## config.mk

```make
export PLATFORM = sky130hd
export DESIGN_NAME = seq_divider_flat
export DESIGN_NICKNAME = d
export VERILOG_FILES = /design/src/rtl/seq_divider_if.sv /design/src/rtl/seq_divider.sv /design/src/flat_wrapper.sv
export SDC_FILE = /design/constraint.sdc
export NUM_CORES = 1
export LEC_CHECK = 0
export CAP_MARGIN = 20
export CORE_ASPECT_RATIO = 1.2
export CORE_MARGIN = 4
export CORE_UTILIZATION = 42
export DETAILED_ROUTE_END_ITERATION = 12
export HOLD_SLACK_MARGIN = 0.12
export PLACE_DENSITY_LB_ADDON = 0.12
export SLEW_MARGIN = 20
export SYNTH_ARGS = -nofsm -noshare
export SYNTH_HDL_FRONTEND = slang
export SYNTH_SLANG_ARGS = --single-unit
```

## constraint.sdc

```tcl
create_clock -name clk -period 2.4 [get_ports clk]
set_input_delay 0.36 -clock clk [delete_from_list [all_inputs] [get_ports clk]]
set_output_delay 0.36 -clock clk [all_outputs]
set_load 0.02 [all_outputs]
```

## src/rtl/seq_divider_if.sv

```systemverilog
// seq_divider_if: start/done handshake and operand/result bus of the iterative divider.
interface seq_divider_if #(
  parameter int unsigned WIDTH = 8
);
  logic             start;
  logic [WIDTH-1:0] dividend;
  logic [WIDTH-1:0] divisor;
  logic             busy;
  logic             done;
  logic [WIDTH-1:0] quotient;
  logic [WIDTH-1:0] remainder;
  logic             div_by_zero;

  // Controller side: issues requests, observes results.
  modport master (
    output start, dividend, divisor,
    input  busy, done, quotient, remainder, div_by_zero
  );

  // Divider side.
  modport slave (
    input  start, dividend, divisor,
    output busy, done, quotient, remainder, div_by_zero
  );
endinterface

```

## src/rtl/seq_divider.sv

```systemverilog
// seq_divider: radix-2 restoring divider, one quotient bit per clock.
// Optional feature: define SEQ_DIVIDER_SIGNED_EN for two's-complement operands
// (truncation toward zero); otherwise the unit is unsigned only.
module seq_divider #(
  parameter int unsigned WIDTH = 8
) (
  input logic          clk,
  input logic          rst_n,
  seq_divider_if.slave bus
);

  localparam int unsigned CntW = $clog2(WIDTH + 1);

  typedef enum logic [1:0] {StIdle, StRun, StDone} state_e;

  state_e            state_q, state_d;
  // Partial remainder is kept WIDTH bits wide: it is always below the divisor,
  // so the extra bit of the (WIDTH+1)-bit remainder is zero between steps.
  logic [WIDTH-1:0]  r_q, r_d;
  logic [WIDTH-1:0]  q_q, q_d;
  logic [WIDTH-1:0]  dvs_q, dvs_d;
  logic [CntW-1:0]   cnt_q, cnt_d;
  logic [WIDTH-1:0]  quo_q, quo_d;
  logic [WIDTH-1:0]  rem_q, rem_d;
  logic              dz_q, dz_d;

  logic [WIDTH:0]    shifted;
  logic [WIDTH:0]    trial;
  logic [WIDTH-1:0]  step_r;
  logic [WIDTH-1:0]  step_q;
  logic [WIDTH-1:0]  fin_q;
  logic [WIDTH-1:0]  fin_r;
  logic [WIDTH-1:0]  dvd_load;
  logic [WIDTH-1:0]  dvs_load;

`ifdef SEQ_DIVIDER_SIGNED_EN
  logic              dvd_neg_q, dvd_neg_d;
  logic              sgn_diff_q, sgn_diff_d;
`endif

  // One restoring step: shift {R,Q}, trial-subtract, keep or restore.
  always_comb begin
    shifted = {r_q, q_q[WIDTH-1]};
    trial   = shifted - {1'b0, dvs_q};
    step_r  = trial[WIDTH] ? shifted[WIDTH-1:0] : trial[WIDTH-1:0];
    step_q  = {q_q[WIDTH-2:0], ~trial[WIDTH]};
  end

  // Operand magnitudes at load and sign fix-up of the final step.
  always_comb begin
`ifdef SEQ_DIVIDER_SIGNED_EN
    dvd_load = bus.dividend[WIDTH-1] ? -bus.dividend : bus.dividend;
    dvs_load = bus.divisor[WIDTH-1] ? -bus.divisor : bus.divisor;
    fin_q    = sgn_diff_q ? -step_q : step_q;
    fin_r    = dvd_neg_q ? -step_r : step_r;
`else
    dvd_load = bus.dividend;
    dvs_load = bus.divisor;
    fin_q    = step_q;
    fin_r    = step_r;
`endif
  end

  // Next-state and datapath control.
  always_comb begin
    state_d = state_q;
    r_d     = r_q;
    q_d     = q_q;
    dvs_d   = dvs_q;
    cnt_d   = cnt_q;
    quo_d   = quo_q;
    rem_d   = rem_q;
    dz_d    = dz_q;
`ifdef SEQ_DIVIDER_SIGNED_EN
    dvd_neg_d  = dvd_neg_q;
    sgn_diff_d = sgn_diff_q;
`endif
    unique case (state_q)
      StIdle: begin
        if (bus.start) begin
          if (bus.divisor == '0) begin
            quo_d   = '1;
            rem_d   = bus.dividend;
            dz_d    = 1'b1;
            state_d = StDone;
          end else begin
            r_d     = '0;
            q_d     = dvd_load;
            dvs_d   = dvs_load;
            cnt_d   = CntW'(WIDTH);
            state_d = StRun;
`ifdef SEQ_DIVIDER_SIGNED_EN
            dvd_neg_d  = bus.dividend[WIDTH-1];
            sgn_diff_d = bus.dividend[WIDTH-1] ^ bus.divisor[WIDTH-1];
`endif
          end
        end
      end
      StRun: begin
        r_d   = step_r;
        q_d   = step_q;
        cnt_d = cnt_q - 1'b1;
        // Results are registered on the edge entering DONE so they are valid with done.
        if (cnt_q == CntW'(1)) begin
          quo_d   = fin_q;
          rem_d   = fin_r;
          dz_d    = 1'b0;
          state_d = StDone;
        end
      end
      StDone: begin
        state_d = StIdle;
      end
      default: begin
        state_d = StIdle;
      end
    endcase
  end

  // State, datapath and result registers.
  always_ff @(posedge clk or negedge rst_n) begin
    if (!rst_n) begin
      state_q <= StIdle;
      r_q     <= '0;
      q_q     <= '0;
      dvs_q   <= '0;
      cnt_q   <= '0;
      quo_q   <= '0;
      rem_q   <= '0;
      dz_q    <= 1'b0;
`ifdef SEQ_DIVIDER_SIGNED_EN
      dvd_neg_q  <= 1'b0;
      sgn_diff_q <= 1'b0;
`endif
    end else begin
      state_q <= state_d;
      r_q     <= r_d;
      q_q     <= q_d;
      dvs_q   <= dvs_d;
      cnt_q   <= cnt_d;
      quo_q   <= quo_d;
      rem_q   <= rem_d;
      dz_q    <= dz_d;
`ifdef SEQ_DIVIDER_SIGNED_EN
      dvd_neg_q  <= dvd_neg_d;
      sgn_diff_q <= sgn_diff_d;
`endif
    end
  end

  // Status decodes straight from the state register.
  always_comb begin
    bus.busy        = (state_q == StRun);
    bus.done        = (state_q == StDone);
    bus.quotient    = quo_q;
    bus.remainder   = rem_q;
    bus.div_by_zero = dz_q;
  end

endmodule

```

## src/flat_wrapper.sv

```systemverilog
// flat-port wrapper written by rule: the top's interface ports become plain ports
module seq_divider_flat 
#(
  parameter int unsigned WIDTH = 8
)
  (clk, rst_n, bus_start, bus_dividend, bus_divisor, bus_busy, bus_done, bus_quotient, bus_remainder, bus_div_by_zero);
  seq_divider_if #(.WIDTH(WIDTH)) bus_i ();
  input logic clk;
  input logic rst_n;
  input wire logic [$bits(bus_i.start)-1:0] bus_start;
  input wire logic [$bits(bus_i.dividend)-1:0] bus_dividend;
  input wire logic [$bits(bus_i.divisor)-1:0] bus_divisor;
  output wire logic [$bits(bus_i.busy)-1:0] bus_busy;
  output wire logic [$bits(bus_i.done)-1:0] bus_done;
  output wire logic [$bits(bus_i.quotient)-1:0] bus_quotient;
  output wire logic [$bits(bus_i.remainder)-1:0] bus_remainder;
  output wire logic [$bits(bus_i.div_by_zero)-1:0] bus_div_by_zero;
  assign bus_i.start = bus_start;
  assign bus_i.dividend = bus_dividend;
  assign bus_i.divisor = bus_divisor;
  assign bus_busy = bus_i.busy;
  assign bus_done = bus_i.done;
  assign bus_quotient = bus_i.quotient;
  assign bus_remainder = bus_i.remainder;
  assign bus_div_by_zero = bus_i.div_by_zero;
  seq_divider #(.WIDTH(WIDTH)) u_core (.clk(clk), .rst_n(rst_n), .bus(bus_i));
endmodule
```

# [Word level (Yosys, flattened, before mapping)]
# Index checks and enable logic that the tools add are counted.
[op_classes] add_sub_neg=2 mul=0 div_mod_pow=0 n_lt_le_gt_ge=0 n_eq_ne=7 n_shift=0 mux=26 bitwise=2 n_reduce_logical=7
[op_table] operator="2-to-1 mux 8 bit" count=11
[op_table] operator="case mux 8 bit (2 select lines)" count=4
[op_table] operator="subtractor 9 x 8 -> 9 bit" count=1
[op_table] operator="zero test 8 bit" count=1
[op_table] operator="2-to-1 mux 4 bit" count=2
[op_table] operator="case mux 4 bit (2 select lines)" count=1
[op_table] operator="2-to-1 mux 2 bit" count=3
[op_table] operator="AND reduction 3 bit" count=2
[op_table] operator="== test 4 x 1 -> 1 bit, second input constant" count=1
[op_table] operator="!= test 2 x 1 -> 1 bit, second input constant" count=2
[op_table] operator="!= test 2 bit, second input constant" count=2
[op_table] operator="case mux 2 bit (2 select lines)" count=1
[op_table] operator="AND reduction 4 bit" count=1
[op_table] operator="subtractor 4 x 1 -> 4 bit, second input constant" count=1
[op_table] operator="2-to-1 mux 1 bit" count=3
[op_table] operator="== test 2 x 1 -> 1 bit, second input constant" count=1
[op_table] operator="== test 2 bit, second input constant" count=1
[op_table] operator="zero test 2 bit" count=1
[op_table] operator="NOT 1 bit" count=2
[op_table] operator="case mux 1 bit (2 select lines)" count=1
[op_table] operator="AND reduction 2 bit" count=1
[op_table] operator="nonzero test 2 bit" count=1
[word_totals] ff_bits=47 latch_bits=0 mem_bits_rw=0 rom_bits=0 input_bits=19 out_inout_bits=19 memories=0

# [Depth between registers and ports, before layout]
# Gate-level depths: netlist of run 1.
[depth] word_depth=4 mapped_depth=11

# [Worst setup path after synthesis of run 1]
# OpenSTA, ideal clock, no wires.
[synth_path] path_type="register -> register" startpoint="reg u_core.q_q[7]" endpoint="reg u_core.rem_q[0], in the netlist u_core.bus.remainder[0]" arrival_time_ps=2310 required_ps=2318 setup_slack_ps=9 stages_incl_launch_ff=12 path_buffers=1 period_less_slack_ps=2391 path_cell_list="dfrtp_1 inv_1 ha_1 inv_1 fa_1 a211oi_2 nor3_2 mux2i_2 or2_1 buf_6 o31a_1 a31oi_1"
[synth_between] elab_chain_cells=4
[synth_rtl] element="start: declaration" line="seq_divider.sv:20" rtl="logic [WIDTH-1:0] q_q, q_d;"
[synth_rtl] element="start signal: assignment" line="seq_divider.sv:138" rtl="q_q <= q_d;"
[synth_rtl] element="subtractor 9 x 8 -> 9 bit" line="seq_divider.sv:44" rtl="trial = shifted - {1'b0, dvs_q};"
[synth_rtl] element="2-to-1 mux 8 bit (*)" line="seq_divider.sv:45" rtl="step_r = trial[WIDTH] ? shifted[WIDTH-1:0] : trial[WIDTH-1:0];"
[synth_rtl] element="2-to-1 mux 8 bit (*)" line="seq_divider.sv:104" rtl="if (cnt_q == CntW'(1)) begin"
[synth_rtl] element="case mux 8 bit (2 select lines) (*)" line="seq_divider.sv:78" rtl="unique case (state_q)"
[synth_rtl] element="end signal: assignment" line="seq_divider.sv:142" rtl="rem_q <= rem_d;"
[synth_rtl] element="end: declaration" line="seq_divider.sv:24" rtl="logic [WIDTH-1:0] rem_q, rem_d;"
# Every way passes the cells marked *; elsewhere a longest branch is shown, timed or not. The select of a mux whose other input is x is not followed.
# A chain may end at the register's enable or synchronous reset.

# [Final worst setup path of run 1]
# Same ends and word-level chain as after synthesis.

==> reports/results.tsv, run 1 <==
stage	metric	value	unit
critical_path	WS Path Type	flop to flop	
logic_synthesis	Yosys cell types	49	
route	Via Count	2040	
logic_synthesis	Netlist Area Pre-Place	2470	um^2
critical_path	CP Cell Sequence	inv_2 > ha_4 > inv_2 > fa_2 > a211oi_4 > nor3_2 > mux2i_2 > or2_4 > o31a_1 > a31oi_1	
floorplan	CORE AREA	5670	um^2
route	TritonRoute pass-1 iters	4	
floorplan	Die Y	92.0	um
hold_path	Hold Path Class	flop to flop	
route	Post-route DRC	0	
outcome	status	complete, no violations	
critical_path	r2r setup slk	60	ps
sta	endpoints failing hold	0	
logic_synthesis	Post-synth ARST share	1.00	
cts	Root Buffer	clkbuf_8	
cts	CTS HTree Levels	2	
logic_synthesis	EDFF count, synth	0	
final_layout	nets	341	
logic_synthesis	Yosys reg bits	47	
cts	TritonCTS clock tree	yes	
route	drt wl/cell	15.5	um
placed_design	DP Worst Slack	-83.0	ps
critical_path	crit path DAT	2570	ps
global_route	layer carrying the most global-route usage	met2	
logic_synthesis	Seq/Total Area, Yosys	0.477	
sta	clock skew	13.6	ps
sta	Slew Viols, Final	0	
cts	Num CTS Buffers	5	
pwr	P per Cell Area	1650	nW/um^2
logic_synthesis	Synth Area in Simple Gates	0.176	
flow_run	maxcap violations	0	
global_route	grt ovf	0	
placed_design	DP HPWL	4.51	mm
global_route	GR Util met1	0.240	
sta	Min Hold Slack	495	ps
cts	CTS max path bufs	2	
placed_design	# port buffers	37	
logic_synthesis	compound-gate portion of the synthesized area	0.199	
sta	slew at the pin closest to its max-slew limit	674	ps
logic_synthesis	mean post-synth cell area	9.45	um^2
sta	maximum clock frequency	0.428	GHz
placed_design	GP Congestion	0.832	
critical_path	CP Launch Type	flop	
critical_path	Worst Path Max Fanout	8	
critical_path	crit path max-delay cell type	fa_2	
route	post-route ant nets	0	
logic_synthesis	Synth Instances	261	
logic_synthesis	Post-synth top flop	dfrtp_1	
global_route	initial antenna violation count	0	
final_layout	commonest cells after routing, fill and taps aside	dfrtp_1 (47), nand2_1 (43), clkdlybuf4s50_1 (36), nor2_1 (24), o21ai_0 (19)	
cts	Num Clock Sinks	47	
logic_synthesis	syn nets	291	
critical_path	CP max stage delay	410	ps
sta	endpoints failing setup	0	
critical_path	cell family contributing the most delay on the critical path	compound AO/OA/AOI/OAI gates	
logic_synthesis	post-synthesis xor/xnor area fraction	0.0248	
final_layout	commonest non-fill, non-tap cell in the layout	dfrtp_1	
final_layout	Synth-to-Final Area Change	29.0	%
sta	max-slew headroom at the worst pin	0.550	
global_route	largest net degree at the start of global routing	27	
final_layout	n_diodes	0	
sta	unrepaired setup endpoints after global routing	true	
route	drt initial violations	73	
sta	fin crit period	2340	ps
cts	latest clock arrival within the worst-skew pair	320	ps
sta	period utilization	0.973	
sta	worst setup margin	64.6	ps
critical_path	Worst Setup End Kind	flop	
logic_synthesis	largest family of logic cells by synthesized area	compound AO/OA/AOI/OAI gates	
global_route	met3 layer usage reported by global route	0.0295	
floorplan	DIE AREA	7170	um^2
logic_synthesis	yosys warns	0	
floorplan	starting density of the core	0.435	
pwr	Pwr Total	5.27	mW
pwr	worst vdd ir	612	uV
route	vias per cell	5.20	
global_route	M2 GR Usage	0.308	
final_layout	share of layout cells above drive strength 1	0.131	
floorplan	chip width	78.0	um
logic_synthesis	post-synthesis mux area share	0.0264	
critical_path	CP bufs+invs	2	
critical_path	Critical Path RT	2630	ps
critical_path	Most common cell on crit path	inv_2	
global_route	total track usage	0.183	
global_route	first-pass GRT wire length	10.3	mm
logic_synthesis	Adder-Cell Fraction of Synth Area	0.0588	
floorplan	Rows	30	
cts	Clock Pin Slew Worst Setup and Hold Paths	90	ps
floorplan	boundary pin count	38	
global_route	vias in the first global route	2078	
route	final wirelength	6.07	mm
pwr	static leakage	1.39	nW
[timing repair]
| action | CTS | global route |
|---|---|---|
| hold buffers | 1 | 0 |
| setup buffers | 0 | 2 |
| gates resized for setup | 2 | 8 |
| setup endpoints to repair | 15 | 17 |
| pin swaps | 1 | 6 |
| endpoints found under the hold margin | 24 | 0 |
[state kept, by name (all words and copies together) (netlist names)]
name                    cells
u_core.state_q              2
u_core.dvs_q                8
u_core.q_q                  8
u_core.bus.quotient         8
u_core.bus.remainder        8
u_core.r_q                  8
u_core.cnt_q                4
u_core.bus.div_by_zero      1
[through the flow]
stage                     TNS (ps)  utilization  area [um^2]  cells
after floorplan                  0            -         2470    261
after global placement       -74.0        0.530         3010    381
after detailed placement      -526        0.530         3010    381
after CTS                        0        0.554         3140    390
after global routing         -67.9        0.562         3180    392
final                            0        0.562         3180    392
[final timing paths]
kind                                         from                 endpoint  depth (start not counted)
max                                 u_core.q_q[7]  u_core.bus.remainder[0]                         10
min                        u_core.bus.quotient[7]   u_core.bus.quotient[7]                          1
max reg2reg                         u_core.q_q[7]  u_core.bus.remainder[0]                         10
min reg2reg                u_core.bus.quotient[7]   u_core.bus.quotient[7]                          1
max in group asynchronous                   rst_n            u_core.q_q[4]                          3
min in group asynchronous                   rst_n  u_core.bus.remainder[4]                          2
[layer usage]
| layer | vias to the layer above | wire (um) |
|---|---|---|
| li1 | 1011 | - |
| met1 | 989 | 2690 |
| met2 | 33 | 3090 |
| met3 | 7 | 197 |
| met4 | 0 | 83 |
| met5 | - | 0 |
[final cells by class]
class | instances | area [um^2]
clock buffers | 5 | 68.8
clock inverters | 3 | 47.5
fillers | 511 | 2480
inverters | 12 | 45.0
multi-input cells | 192 | 1230
flip-flops and latches | 47 | 1180
well taps | 80 | 100
repair buffers | 53 | 513
[Yosys cell counts, types with 2 or more instances]
library cell | instances | share of area
nand4b_1 | 2 | 0.0071
nor2_1 | 24 | 0.037
a21oi_1 | 10 | 0.020
dfrtp_1 | 47 | 0.48
nor2b_1 | 3 | 0.0076
and2_1 | 4 | 0.010
nand2_1 | 43 | 0.065
ha_1 | 10 | 0.051
xor2_1 | 4 | 0.014
nand2b_1 | 4 | 0.010
nor3_1 | 2 | 0.0041
xnor2_1 | 3 | 0.011
a21o_1 | 3 | 0.0091
nor4_1 | 3 | 0.0076
inv_1 | 11 | 0.017
o21ai_0 | 20 | 0.041
clkbuf_1 | 4 | 0.0061
a31oi_1 | 14 | 0.035
o21bai_1 | 2 | 0.0061
buf_2 | 3 | 0.0061
mux2i_1 | 4 | 0.016
buf_1 | 2 | 0.0030
o2bb2ai_1 | 3 | 0.011
nand3_1 | 3 | 0.0061
o22a_1 | 9 | 0.032
[kinds of logic (layout without fill, tap and decap cells)]
group           Yosys count  count (layout)
buf+inv                  22              73
simple gates             94              94
flops                    47              47
fa+ha+maj                11              11
compound gates           74              74
mux                       6               6
xor+xnor                  7               7
[power by group]
group | internal (mW) | switching (mW)
clock | 0.316 | 0.294
sequential | 1.19 | 0.279
combinational | 1.47 | 1.72
total | 2.97 | 2.30
(Power assumes the default switching activity.)
==> run 2, diff against run 1 <==
Settings changed: CELL_PAD_IN_SITES_DETAIL_PLACEMENT set to 1, CELL_PAD_IN_SITES_GLOBAL_PLACEMENT set to 1, CORE_UTILIZATION 42 to 35.
==> run 2 against run 1 <==
Effect of this change:
- first-iteration DRC count grew 30%
- final cell count grew 2.8%
- sequential power is essentially flat
- critical path type unchanged
==> reports/results.tsv, run 2 (same netlist as run 1, synthesis figures left out) <==
stage	metric	value	unit	change
outcome	status	complete, no violations		unchanged
floorplan	chip width	84.6	um	was 78.0 um
final_layout	commonest non-fill, non-tap cell in the layout	dfrtp_1		unchanged
critical_path	Worst Setup End Kind	flop		unchanged
route	drt initial violations	95		was 73
final_layout	Sequential Area	1180	um^2	unchanged
floorplan	boundary pin count	38		unchanged
sta	unrepaired setup endpoints after global routing	true		unchanged
final_layout	share of layout cells above drive strength 1	0.142		was 0.131
placed_design	GP Congestion	0.775		was 0.832
cts	latest clock arrival within the worst-skew pair	310	ps	was 320 ps
sta	max-slew headroom at the worst pin	0.545		was 0.550
placed_design	# port buffers	37		unchanged
critical_path	WS Path Type	flop to flop		unchanged
cts	Root Buffer	clkbuf_8		unchanged
route	drt wl/cell	17.1	um	was 15.5 um
flow_run	maxcap violations	0		unchanged
global_route	first-pass GRT wire length	11.6	mm	was 10.3 mm
floorplan	Die Y	100	um	was 92.0 um
final_layout	commonest cells after routing, fill and taps aside	dfrtp_1 (47), nand2_1 (43), clkdlybuf4s50_1 (36), nor2_1 (24), o21ai_0 (20)		was dfrtp_1 (47), nand2_1 (43), clkdlybuf4s50_1 (36), nor2_1 (24), o21ai_0 (19)
critical_path	r2r setup slk	30	ps	was 60 ps
critical_path	crit path DAT	2600	ps	was 2570 ps
sta	fin crit period	2370	ps	was 2340 ps
sta	period utilization	0.989		was 0.973
placed_design	Area after DPL	3030	um^2	was 3010 um^2
cts	Clock Pin Slew Worst Setup and Hold Paths	90	ps	about the same
final_layout	n_diodes	0		unchanged
final_layout	Finished Layout Cells	403		was 392
global_route	initial antenna violation count	0		unchanged
placed_design	DP HPWL	5.20	mm	was 4.51 mm
sta	endpoints failing setup	0		unchanged
pwr	worst vdd ir	646	uV	was 612 uV
final_layout	nets	345		was 341
route	vias per cell	5.20		about the same
sta	slew at the pin closest to its max-slew limit	681	ps	was 674 ps
final_layout	cell area after layout	3200	um^2	was 3180 um^2
global_route	vias in the first global route	2301		was 2078
hold_path	Hold Crit Depth	1		unchanged
route	TritonRoute pass-1 iters	4		unchanged
floorplan	Rows	33		was 30
critical_path	Critical Path RT	2620	ps	was 2630 ps
sta	endpoints failing hold	0		unchanged
sta	worst setup margin	27.2	ps	was 64.6 ps
sta	Min Hold Slack	498	ps	was 495 ps
critical_path	Worst R2R End	u_core.bus.remainder[0]		unchanged
global_route	grt ovf	0		unchanged
global_route	total track usage	0.174		was 0.183
route	final wirelength	6.89	mm	was 6.07 mm
placed_design	Inst Count DP	391		was 381
route	post-route ant nets	0		unchanged
route	Via Count	2094		was 2040
cts	CTS HTree Levels	2		unchanged
sta	setup TNS	0	ps	unchanged
sta	Slew Viols, Final	0		unchanged
hold_path	Hold Path Class	flop to flop		unchanged
placed_design	DP Worst Slack	-142	ps	was -83.0 ps
cts	Num Clock Sinks	47		unchanged
cts	Num CTS Buffers	5		unchanged
final_layout	fill cell count	815		was 511
floorplan	CORE AREA	6850	um^2	was 5670 um^2
critical_path	CP Launch Type	flop		unchanged
sta	clock skew	7.50	ps	was 13.6 ps
critical_path	RR Startpoint	u_core.q_q[7]		unchanged
route	Post-route DRC	0		unchanged
cts	TritonCTS clock tree	yes		unchanged
floorplan	DIE AREA	8460	um^2	was 7170 um^2
critical_path	Worst Path Max Fanout	8		unchanged
final_layout	area occupied by multi-input gates	1240	um^2	was 1230 um^2
hold_path	Hold Crit Start	u_core.bus.quotient[4]		was u_core.bus.quotient[7]
final_layout	Synth-to-Final Area Change	29.7	%	was 29.0%
sta	maximum clock frequency	0.421	GHz	was 0.428 GHz
pwr	P per Cell Area	1670	nW/um^2	was 1650 nW/um^2
floorplan	starting density of the core	0.360		was 0.435
critical_path	Reg2Reg Depth	10		unchanged
pwr	static leakage	1.40	nW	was 1.39 nW
global_route	largest net degree at the start of global routing	28		was 27
hold_path	Hold EP	u_core.bus.quotient[4]		was u_core.bus.quotient[7]
cts	CTS max path bufs	2		unchanged
run 2: repair_timing:
| action | 4_1_cts | 5_1_grt |
|---|---|---|
| endpoints found under the setup margin | 18 | 17 |
| pin swaps | 6 | 6 |
| hold buffers | 1 | 0 |
| gates cloned | 0 | 0 |
| endpoints found under the hold margin | 25 | 0 |
| gates resized for setup | 7 | 3 |
| buffers inserted | 1 | 2 |
run 2: power by group:
part / internal (mW) / switching [mW]
logic: 1.53 / 1.82
clock network: 0.263 / 0.267
registers: 1.19 / 0.284
total: 2.98 / 2.37
run 2: area by class of cell:
type                            instances  area share
Clock buffer                            8      0.0313
Inverter                               12      0.0141
Multi-Input combinational cell        192       0.387
Sequential cell                        47       0.368
Tap cell                               87      0.0340
Timing Repair Buffer                   57       0.166
run 2: worst max path at each step:
stage / startpoint / to / cells past startpoint
after floorplan: u_core.q_q[7] / u_core.bus.remainder[0] / 11
after global placement: u_core.q_q[7] / u_core.bus.remainder[0] / 10
after detailed placement: u_core.q_q[7] / u_core.bus.remainder[0] / 10
after CTS: u_core.q_q[7] / u_core.bus.remainder[0] / 10
after global routing: u_core.q_q[7] / u_core.bus.remainder[0] / 10
final: u_core.q_q[7] / u_core.bus.remainder[0] / 10
run 2: through the flow:
| stage | total power [mW] | util |
|---|---|---|
| 2_1_floorplan | 3.52 | - |
| 3_3_place_gp | 4.56 | 0.441 |
| 3_5_place_dp | 4.63 | 0.441 |
| 4_1_cts | 5.27 | 0.462 |
| 5_1_grt | 5.84 | 0.467 |
| 6_report | 5.35 | 0.467 |
run 2: metal layers:
metal | vias up | global-route usage | part of all wire
met5 | - | 0 | 0
met2 | 34 | 0.313 | 0.52
met4 | 0 | 0.0524 | 0.019
met1 | 1035 | 0.210 | 0.43
li1 | 1015 | - | -
met3 | 10 | 0.0345 | 0.031
run 2: critical path, stage by stage, from the launching register on:
cell	delay, ps
dfrtp_1	410
inv_2	90
ha_4	130
inv_2	30
fa_2	360
a211oi_4	240
nor3_2	90
mux2i_2	170
or2_4	320
o31a_1	280
a31oi_1	180
==> run 3, diff against run 2 <==
Settings changed: CAP_MARGIN 20 to not set.
==> results of run 3 <==
Same layout as run 2: the final DEF is identical, and so are final timing and power.
